$ cat src/rtl/phase_gen_pkg.sv
// Shared definitions for the phase generator and the trig stage it feeds.
package phase_gen_pkg;

  // Default theta width, shared with the trig stage so both agree on one source.
  localparam int unsigned PHASE_W = 32;
  // Default burst-length counter width.
  localparam int unsigned CNT_W   = 16;

  typedef enum logic {
    IDLE,
    RUN
  } state_t;

endpackage

$ cat src/rtl/phase_gen.sv
// Phase accumulator producing theta[k] = offset + k*fcw (mod 2^D_WIDTH) over a
// valid/ready handshake, as a counted burst or a continuous stream.
module phase_gen
  import phase_gen_pkg::*;
#(
  parameter int unsigned D_WIDTH   = PHASE_W,
  parameter int unsigned CNT_WIDTH = CNT_W
) (
  input  logic                 clk,
  input  logic                 rst_n,
  input  logic                 start,
  input  logic                 stop,
  input  logic [D_WIDTH-1:0]   cfg_fcw,
  input  logic [D_WIDTH-1:0]   cfg_offset,
  input  logic [CNT_WIDTH-1:0] cfg_count,
  output logic [D_WIDTH-1:0]   theta,
  output logic                 theta_valid,
  input  logic                 theta_ready,
  output logic                 busy,
  output logic                 done
);

  state_t               state_q, state_d;
  logic [D_WIDTH-1:0]   acc_q, acc_d;
  logic [D_WIDTH-1:0]   fcw_q, fcw_d;
  logic [D_WIDTH-1:0]   offset_q, offset_d;
  logic [CNT_WIDTH-1:0] remaining_q, remaining_d;
  logic                 stop_pending_q, stop_pending_d;
  logic [D_WIDTH-1:0]   theta_q, theta_d;
  logic                 valid_q, valid_d;
  logic                 busy_q, busy_d;
  logic                 done_q, done_d;

  logic                 handshake;
  logic                 last_sample;
  logic [D_WIDTH-1:0]   acc_next;

  assign handshake = valid_q & theta_ready;
  // Continuous mode keeps remaining at 0, so it never reads as the last sample.
  assign last_sample = (remaining_q == CNT_WIDTH'(1));
  // Carry-out is dropped on purpose: phase wraps naturally.
  assign acc_next = acc_q + fcw_q;

  // Next-state and output decode; all outputs are taken from registers below.
  always_comb begin
    state_d        = state_q;
    acc_d          = acc_q;
    fcw_d          = fcw_q;
    offset_d       = offset_q;
    remaining_d    = remaining_q;
    stop_pending_d = stop_pending_q;
    theta_d        = theta_q;
    valid_d        = valid_q;
    busy_d         = busy_q;
    done_d         = 1'b0;

    unique case (state_q)
      IDLE: begin
        // A simultaneous stop vetoes the start.
        if (start && !stop) begin
          fcw_d          = cfg_fcw;
          offset_d       = cfg_offset;
          remaining_d    = cfg_count;
          acc_d          = '0;
          theta_d        = cfg_offset;
          valid_d        = 1'b1;
          busy_d         = 1'b1;
          stop_pending_d = 1'b0;
          state_d        = RUN;
        end
      end
      RUN: begin
        if (stop) begin
          stop_pending_d = 1'b1;
        end
        if (handshake) begin
          // A stop arriving with the handshake makes that sample the final one.
          if (last_sample || stop_pending_q || stop) begin
            valid_d        = 1'b0;
            busy_d         = 1'b0;
            done_d         = 1'b1;
            stop_pending_d = 1'b0;
            remaining_d    = '0;
            state_d        = IDLE;
          end else begin
            acc_d   = acc_next;
            theta_d = acc_next + offset_q;
            if (remaining_q != '0) begin
              remaining_d = remaining_q - CNT_WIDTH'(1);
            end
          end
        end
      end
      default: begin
        state_d = IDLE;
      end
    endcase
  end

  // State and datapath registers; reset aborts any burst without a done pulse.
  always_ff @(posedge clk or negedge rst_n) begin
    if (!rst_n) begin
      state_q        <= IDLE;
      acc_q          <= '0;
      fcw_q          <= '0;
      offset_q       <= '0;
      remaining_q    <= '0;
      stop_pending_q <= 1'b0;
      theta_q        <= '0;
      valid_q        <= 1'b0;
      busy_q         <= 1'b0;
      done_q         <= 1'b0;
    end else begin
      state_q        <= state_d;
      acc_q          <= acc_d;
      fcw_q          <= fcw_d;
      offset_q       <= offset_d;
      remaining_q    <= remaining_d;
      stop_pending_q <= stop_pending_d;
      theta_q        <= theta_d;
      valid_q        <= valid_d;
      busy_q         <= busy_d;
      done_q         <= done_d;
    end
  end

  assign theta       = theta_q;
  assign theta_valid = valid_q;
  assign busy        = busy_q;
  assign done        = done_q;

endmodule

$ cat config.mk
export PLATFORM = sky130hd
export DESIGN_NAME = phase_gen
export DESIGN_NICKNAME = d
export VERILOG_FILES = /design/src/rtl/phase_gen_pkg.sv /design/src/rtl/phase_gen.sv
export SDC_FILE = /design/constraint.sdc
export NUM_CORES = 1
export LEC_CHECK = 0
export ABC_CLOCK_PERIOD_IN_PS = 12720
export CAP_MARGIN = 20
export CORE_MARGIN = 10
export CORE_UTILIZATION = 50
export DETAILED_ROUTE_END_ITERATION = 12
export DONT_BUFFER_PORTS = 1
export GPL_TIMING_DRIVEN = 0
export PLACE_DENSITY = 0.67
export REMOVE_ABC_BUFFERS = 1
export SYNTH_ARGS = -nofsm -noshare
export SYNTH_HDL_FRONTEND = slang
export SYNTH_SLANG_ARGS = --single-unit
$ cat constraint.sdc
create_clock -name clk -period 12.72 [get_ports clk]
set_input_delay 1.908 -clock clk [delete_from_list [all_inputs] [get_ports clk]]
set_output_delay 1.908 -clock clk [all_outputs]
set_load 0.1 [all_outputs]
# After elaboration in Yosys (flattened, before gate mapping)
# Cells that the tools add are included.
[totals]
register_bits = 148
latchBits = 0
ramBits = 0
mem_bits_ro = 0
input_bits = 85
word_cells = 58
mem_count = 0
[op_classes]
addsub = 3
mul = 0
div_mod_pow = 0
n_lt_le_gt_ge = 0
n_eq_ne = 6
n_shift = 0
n_mux = 29
n_bitwise = 2
n_reduce_logical = 9
[op_table]
columns = ["operator", "n"]
rows = [
  ["32-bit 2-to-1 mux", 6],
  ["32-bit case mux with 2 select lines", 2],
  ["32-bit adder", 2],
  ["16-bit 2-to-1 mux", 4],
  ["16-bit case mux with 2 select lines", 1],
  ["16-bit by 1-bit == test with 1-bit output (second input constant)", 1],
  ["16-bit nonzero test", 1],
  ["16-bit by 1-bit subtractor with 16-bit output (second input constant)", 1],
  ["1-bit 2-to-1 mux", 13],
  ["3-bit AND reduction", 3],
  ["1-bit case mux with 2 select lines", 3],
  ["2-bit by 1-bit != test with 1-bit output (second input constant)", 2],
  ["2-bit != test (second input constant)", 2],
  ["3-bit by 1-bit != test with 1-bit output (second input constant)", 1],
  ["1-bit logical OR", 2],
  ["2-bit AND reduction", 1],
  ["1-bit bitwise AND", 1],
  ["1-bit logical AND", 1],
  ["1-bit logical NOT", 1],
  ["1-bit NOT", 1],
]

# Longest topological paths before layout
[logic_depth]
ltp_word = 6
mapped_depth = 22
ltp_nobuf = 22

# Least setup slack after synthesis
# No wires, ideal clock.
[synth_path]
path_type = "register to register"
from = "register acc_q[0]"
to = "register theta_q[30] (netlist: theta[30])"
setup_time_ps = 137
t_arrival_ps = 3965
required_time_ps = 12583
setup_slack_ps = 8618
path_stages_with_launch = 22
n_path_buf = 0
period_less_slack_ps = 4102
cell_sequence = "dfrtp_1 > ha_1 > inv_1 > fa_1 > nor2b_1 > o21a_1 > o21ai_2 > a211oi_1 > o21ai_0 > a21boi_0 > o21a_1 > or3_1 > and2_1 > ha_1 > a21o_1 > a21oi_1 > o22ai_1 > a211oi_1 > o31ai_1 > a221oi_1 > xor2_1 > a21oi_1"
[synth_via]
elab_chain_cells = 5
[synth_rtl]
columns = ["element", "line_no", "rtl"]
rows = [
  ["start, declared", "phase_gen.sv:24", "logic [D_WIDTH-1:0] acc_q, acc_d;"],
  ["start signal, assigned", "phase_gen.sv:104", "acc_q <= '0;"],
  ["start signal, assigned", "phase_gen.sv:115", "acc_q <= acc_d;"],
  ["32-bit adder", "phase_gen.sv:42", "assign acc_next = acc_q + fcw_q;"],
  ["32-bit adder", "phase_gen.sv:87", "theta_d = acc_next + offset_q;"],
  ["32-bit 2-to-1 mux", "phase_gen.sv:78", "if (last_sample || stop_pending_q || stop) begin"],
  ["32-bit 2-to-1 mux", "phase_gen.sv:76", "if (handshake) begin"],
  ["32-bit case mux with 2 select lines", "phase_gen.sv:57", "unique case (state_q)"],
  ["end signal, assigned", "phase_gen.sv:120", "theta_q <= theta_d;"],
  ["end, declared", "phase_gen.sv:29", "logic [D_WIDTH-1:0] theta_q, theta_d;"],
]
# Every way passes these cells. The select of a mux whose other input is x is not followed.
# A chain may end at the register's enable or synchronous reset.

# Worst setup path in the final report
# Ends and elaborated chain as after synthesis.

==> results by group <==
Status
  • Outcome: finished clean

Detailed routing
  • WL per Instance: ~19 µm
  • Final ANT Viol Nets: 0
  • Routed via count: ~7.6k
  • Total wire length: 24900 µm
  • Max Used Layer: met4
  • Drt initial violations: about 460
  • DR WL met2: approximately 11000 µm
  • Number of iterations in the first detailed-routing pass: 5
  • Drt via density: a little under 6
  • Met3 wire len: 1980 µm
  • Met1 WL: 11100 µm
  • Residual DRC: 0

Cells and area
  • Synthesis-to-finish area growth: 8.44%
  • Layout cells sized above 1: approximately 6.7%
  • Cell area after layout: 0.0102 mm²
  • Nets: between 1k and 1.5k
  • Diode count: 0

Placement
  • Placed Area: ~0.0096 mm²
  • Buffers on Ports: 0
  • GPL Wtd Cong: around 0.88
  • Dpl ws: 7.53 ns
  • Final HPWL DP: ~17000 µm

Yosys
  • Synth Instances: 1073
  • Commonest cells post-synth: nand2_1 (259), dfrtp_1 (148), a21oi_1 (68)
  • Most frequent cell after synthesis: nand2_1
  • Mapped Area: ~0.0094 mm²
  • Mean Syn Cell Area: between 8 and 9 µm²
  • Post-synth EDFFs: 0
  • Synth area leader: dfrtp_1
  • Share of the synthesized area in the top cell type: 39.3%
  • Asr flop ratio synth: 100%
  • Ranking of synthesized cells by area: dfrtp_1 (39%), nand2_1 (10%), ha_1 (8.9%)
  • Sequential area share after synthesis: about 40%
  • Synth warn: 0
  • Synth Flop Type: dfrtp_1
  • Distinct cells, synth: 80
  • Synthesized flop and latch total: about 150

Critical path
  • Max FO, Critical Path: 5
  • Reg2reg path depth: 21
  • Worst R2R End: theta[30]
  • WP data required: between 10 and 15 ns
  • Critical path class: flop to flop
  • Crit start category: flop
  • R2r setup slk: about 7.8 ns
  • CP Capture Type: flop
  • CP arrival: 5.15 ns
  • Worst r2r src: acc_q[0]

Global route
  • Largest net degree at the start of global routing: ~150
  • Initial antenna violation count: 0
  • Total gr overflow: 0
  • First-pass GRT wire length: roughly 40000 µm
  • Gr usage total: roughly a fifth
  • Vias in the first global route: roughly 7.6k

Die
  • # rows: 50
  • Initial core utilization: around half
  • Boundary Pins: 120
  • Die H: around 160 µm
  • Core area: approximately 0.019 mm²
  • Die width: approximately 160 µm
  • Total die area: ~0.025 mm²

Hold path
  • Hold path start: acc_q[28]
  • Worst Hold End: acc_q[28]
  • Hold Crit Class: flop to flop
  • Hold path depth: 2

CTS
  • CTS clk-pin slew, worst paths: 0.06 ns
  • Clock network latency to the later pin of the worst-skew pair: between 0.4 and 0.5 ns
  • Root Buffer Master: clkbuf_16
  • Hold-fix buffers, CTS: 0
  • CTS-repair resized insts: 0
  • Htree depth: 4
  • Post-CTS setup buffers: 0
  • CTS Sinks: about 150
  • CTS Buf Count: 17
  • CTS tree: built
  • Maximum clock path buffer count: 2

Timing
  • Fmax: between 200 and 250 MHz
  • Slew @ Worst Pin: about 1.0 ns
  • Min Hold Slack: approximately 0.48 ns
  • Setup-failing EPs final: 0
  • RSZ-0062 raised after global routing: no
  • Fin Setup TNS: 0 ns
  • Relative slew slack: about a third
  • Clock Skew: 0.00845 ns
  • Final period util: 38.4%
  • Endpoints failing hold: 0
  • Max Slew Vio Count: 0
  • Fin worst setup slack: 7.84 ns
  • Final Critical Period: just under 5 ns

Job
  • Number of max-cap violations: 0

Pwr
  • Peak VDD IR: between 90 and 100 µV
  • P_leak: roughly 5.2 nW
  • PwrDens: between 100 and 150 mW/mm²
==> flip-flops by register name (all words and copies together) (netlist names) <==
name and cells:
offset_q 32, done 1, acc_q 32, state_q 1, busy 1, stop_pending_q 1
remaining_q 16, theta 32, fcw_q 32
==> worst max-delay path by stage <==
stage                         from        end  cells after the start
after floorplan               stop  theta[28]                      8
after global placement     state_q  theta[28]                      8
after detailed placement      stop  acc_q[30]                      8
after CTS                 fcw_q[0]  theta[30]                     21
after global routing      acc_q[0]  theta[30]                     21
final                     acc_q[0]  theta[30]                     21
==> routing by layer <==
metal | vias to the layer above | GRT usage, %
met5 | - | 0
met1 | 3637 | 26.1
li1 | 3775 | -
met3 | 23 | 7.15
met4 | 0 | 5.74
met2 | 199 | 31.7
==> placed cells by master, fill, tap and decap left out, types with 4 or more instances in the layout <==
| master | n |
|---|---|
| nor2b_1 | 4 |
| nand2b_1 | 7 |
| and3_1 | 6 |
| nor3_1 | 18 |
| clkinv_2 | 4 |
| o22ai_1 | 5 |
| o21ai_0 | 65 |
| a31oi_1 | 9 |
| buf_12 | 4 |
| o21a_1 | 11 |
| nand3_1 | 25 |
| xnor2_1 | 38 |
| a22o_1 | 35 |
| nand2_1 | 259 |
| a21oi_1 | 68 |
| inv_1 | 17 |
| or3_1 | 6 |
| ha_1 | 67 |
| a21o_1 | 32 |
| o21ai_1 | 4 |
| clkbuf_16 | 17 |
| a221o_1 | 7 |
| o211ai_1 | 4 |
| nand4_1 | 4 |
| a22oi_1 | 4 |
| dfrtp_1 | 146 |
| mux2i_1 | 16 |
| a211oi_1 | 8 |
| a21boi_0 | 5 |
| nor2_1 | 62 |
| o21bai_1 | 4 |
| o2bb2ai_1 | 4 |
| xor2_1 | 13 |
==> report_power, final <==
part	internal, W	switching [W]	leakage [nW]	total (W)
registers	0.000478	0.00000882	2.02	0.000487
logic	0.0000253	0.0000347	2.94	0.0000600
clock network	0.000313	0.000210	0.289	0.000523
total	0.000817	0.000254	5.24	0.00107
==> cell families (layout without fill, tap and decap cells) <==
logic type | count (synthesis) | in the layout | synth area share [%]
fa+ha+maj | 69 | 69 | 9.32
xor+xnor | 52 | 52 | 4.98
mux | 16 | 16 | 1.70
compound gates | 303 | 303 | 22.3
flops | 148 | 148 | 39.3
simple gates | 420 | 420 | 19.3
buf+inv | 65 | 55 | 3.08
==> stage by stage <==
stage	instances	total power (W)	utilization, %
2_1_floorplan	1026	0.000542	-
3_3_place_gp	1260	0.000554	50.9
3_5_place_dp	1265	0.000555	51.6
4_1_cts	1297	0.00108	54.8
5_1_grt	1297	0.00111	54.8
6_report	1297	0.00107	54.8
==> final cells by class <==
cell class                      instances  area, µm²
Tap cell                              234        293
Clock inverter                         13        159
Timing Repair Buffer                    5       91.3
Multi-Input combinational cell        860       5460
Sequential cell                       148       3710
Inverter                               18       67.6
Clock buffer                           19        443
Fill cell                            1705       8420
==> critical path: stages, from the launching register on <==
cell and delay (ns):
dfrtp_1 0.38, ha_1 0.24, inv_1 0.08, fa_1 0.20
nor2b_1 0.06, o21a_1 0.19, o21ai_2 0.26, a211oi_1 0.12
o21ai_0 0.21, a21boi_0 0.16, o21a_1 0.20, or3_1 0.35
and2_1 0.21, ha_1 0.35, a21o_1 0.19, a21oi_1 0.19
o22ai_1 0.12, a211oi_1 0.37, o31ai_1 0.21, a221oi_1 0.36
xor2_1 0.20, a21oi_1 0.08
Note: power is estimated with default switching activity, not from simulation.
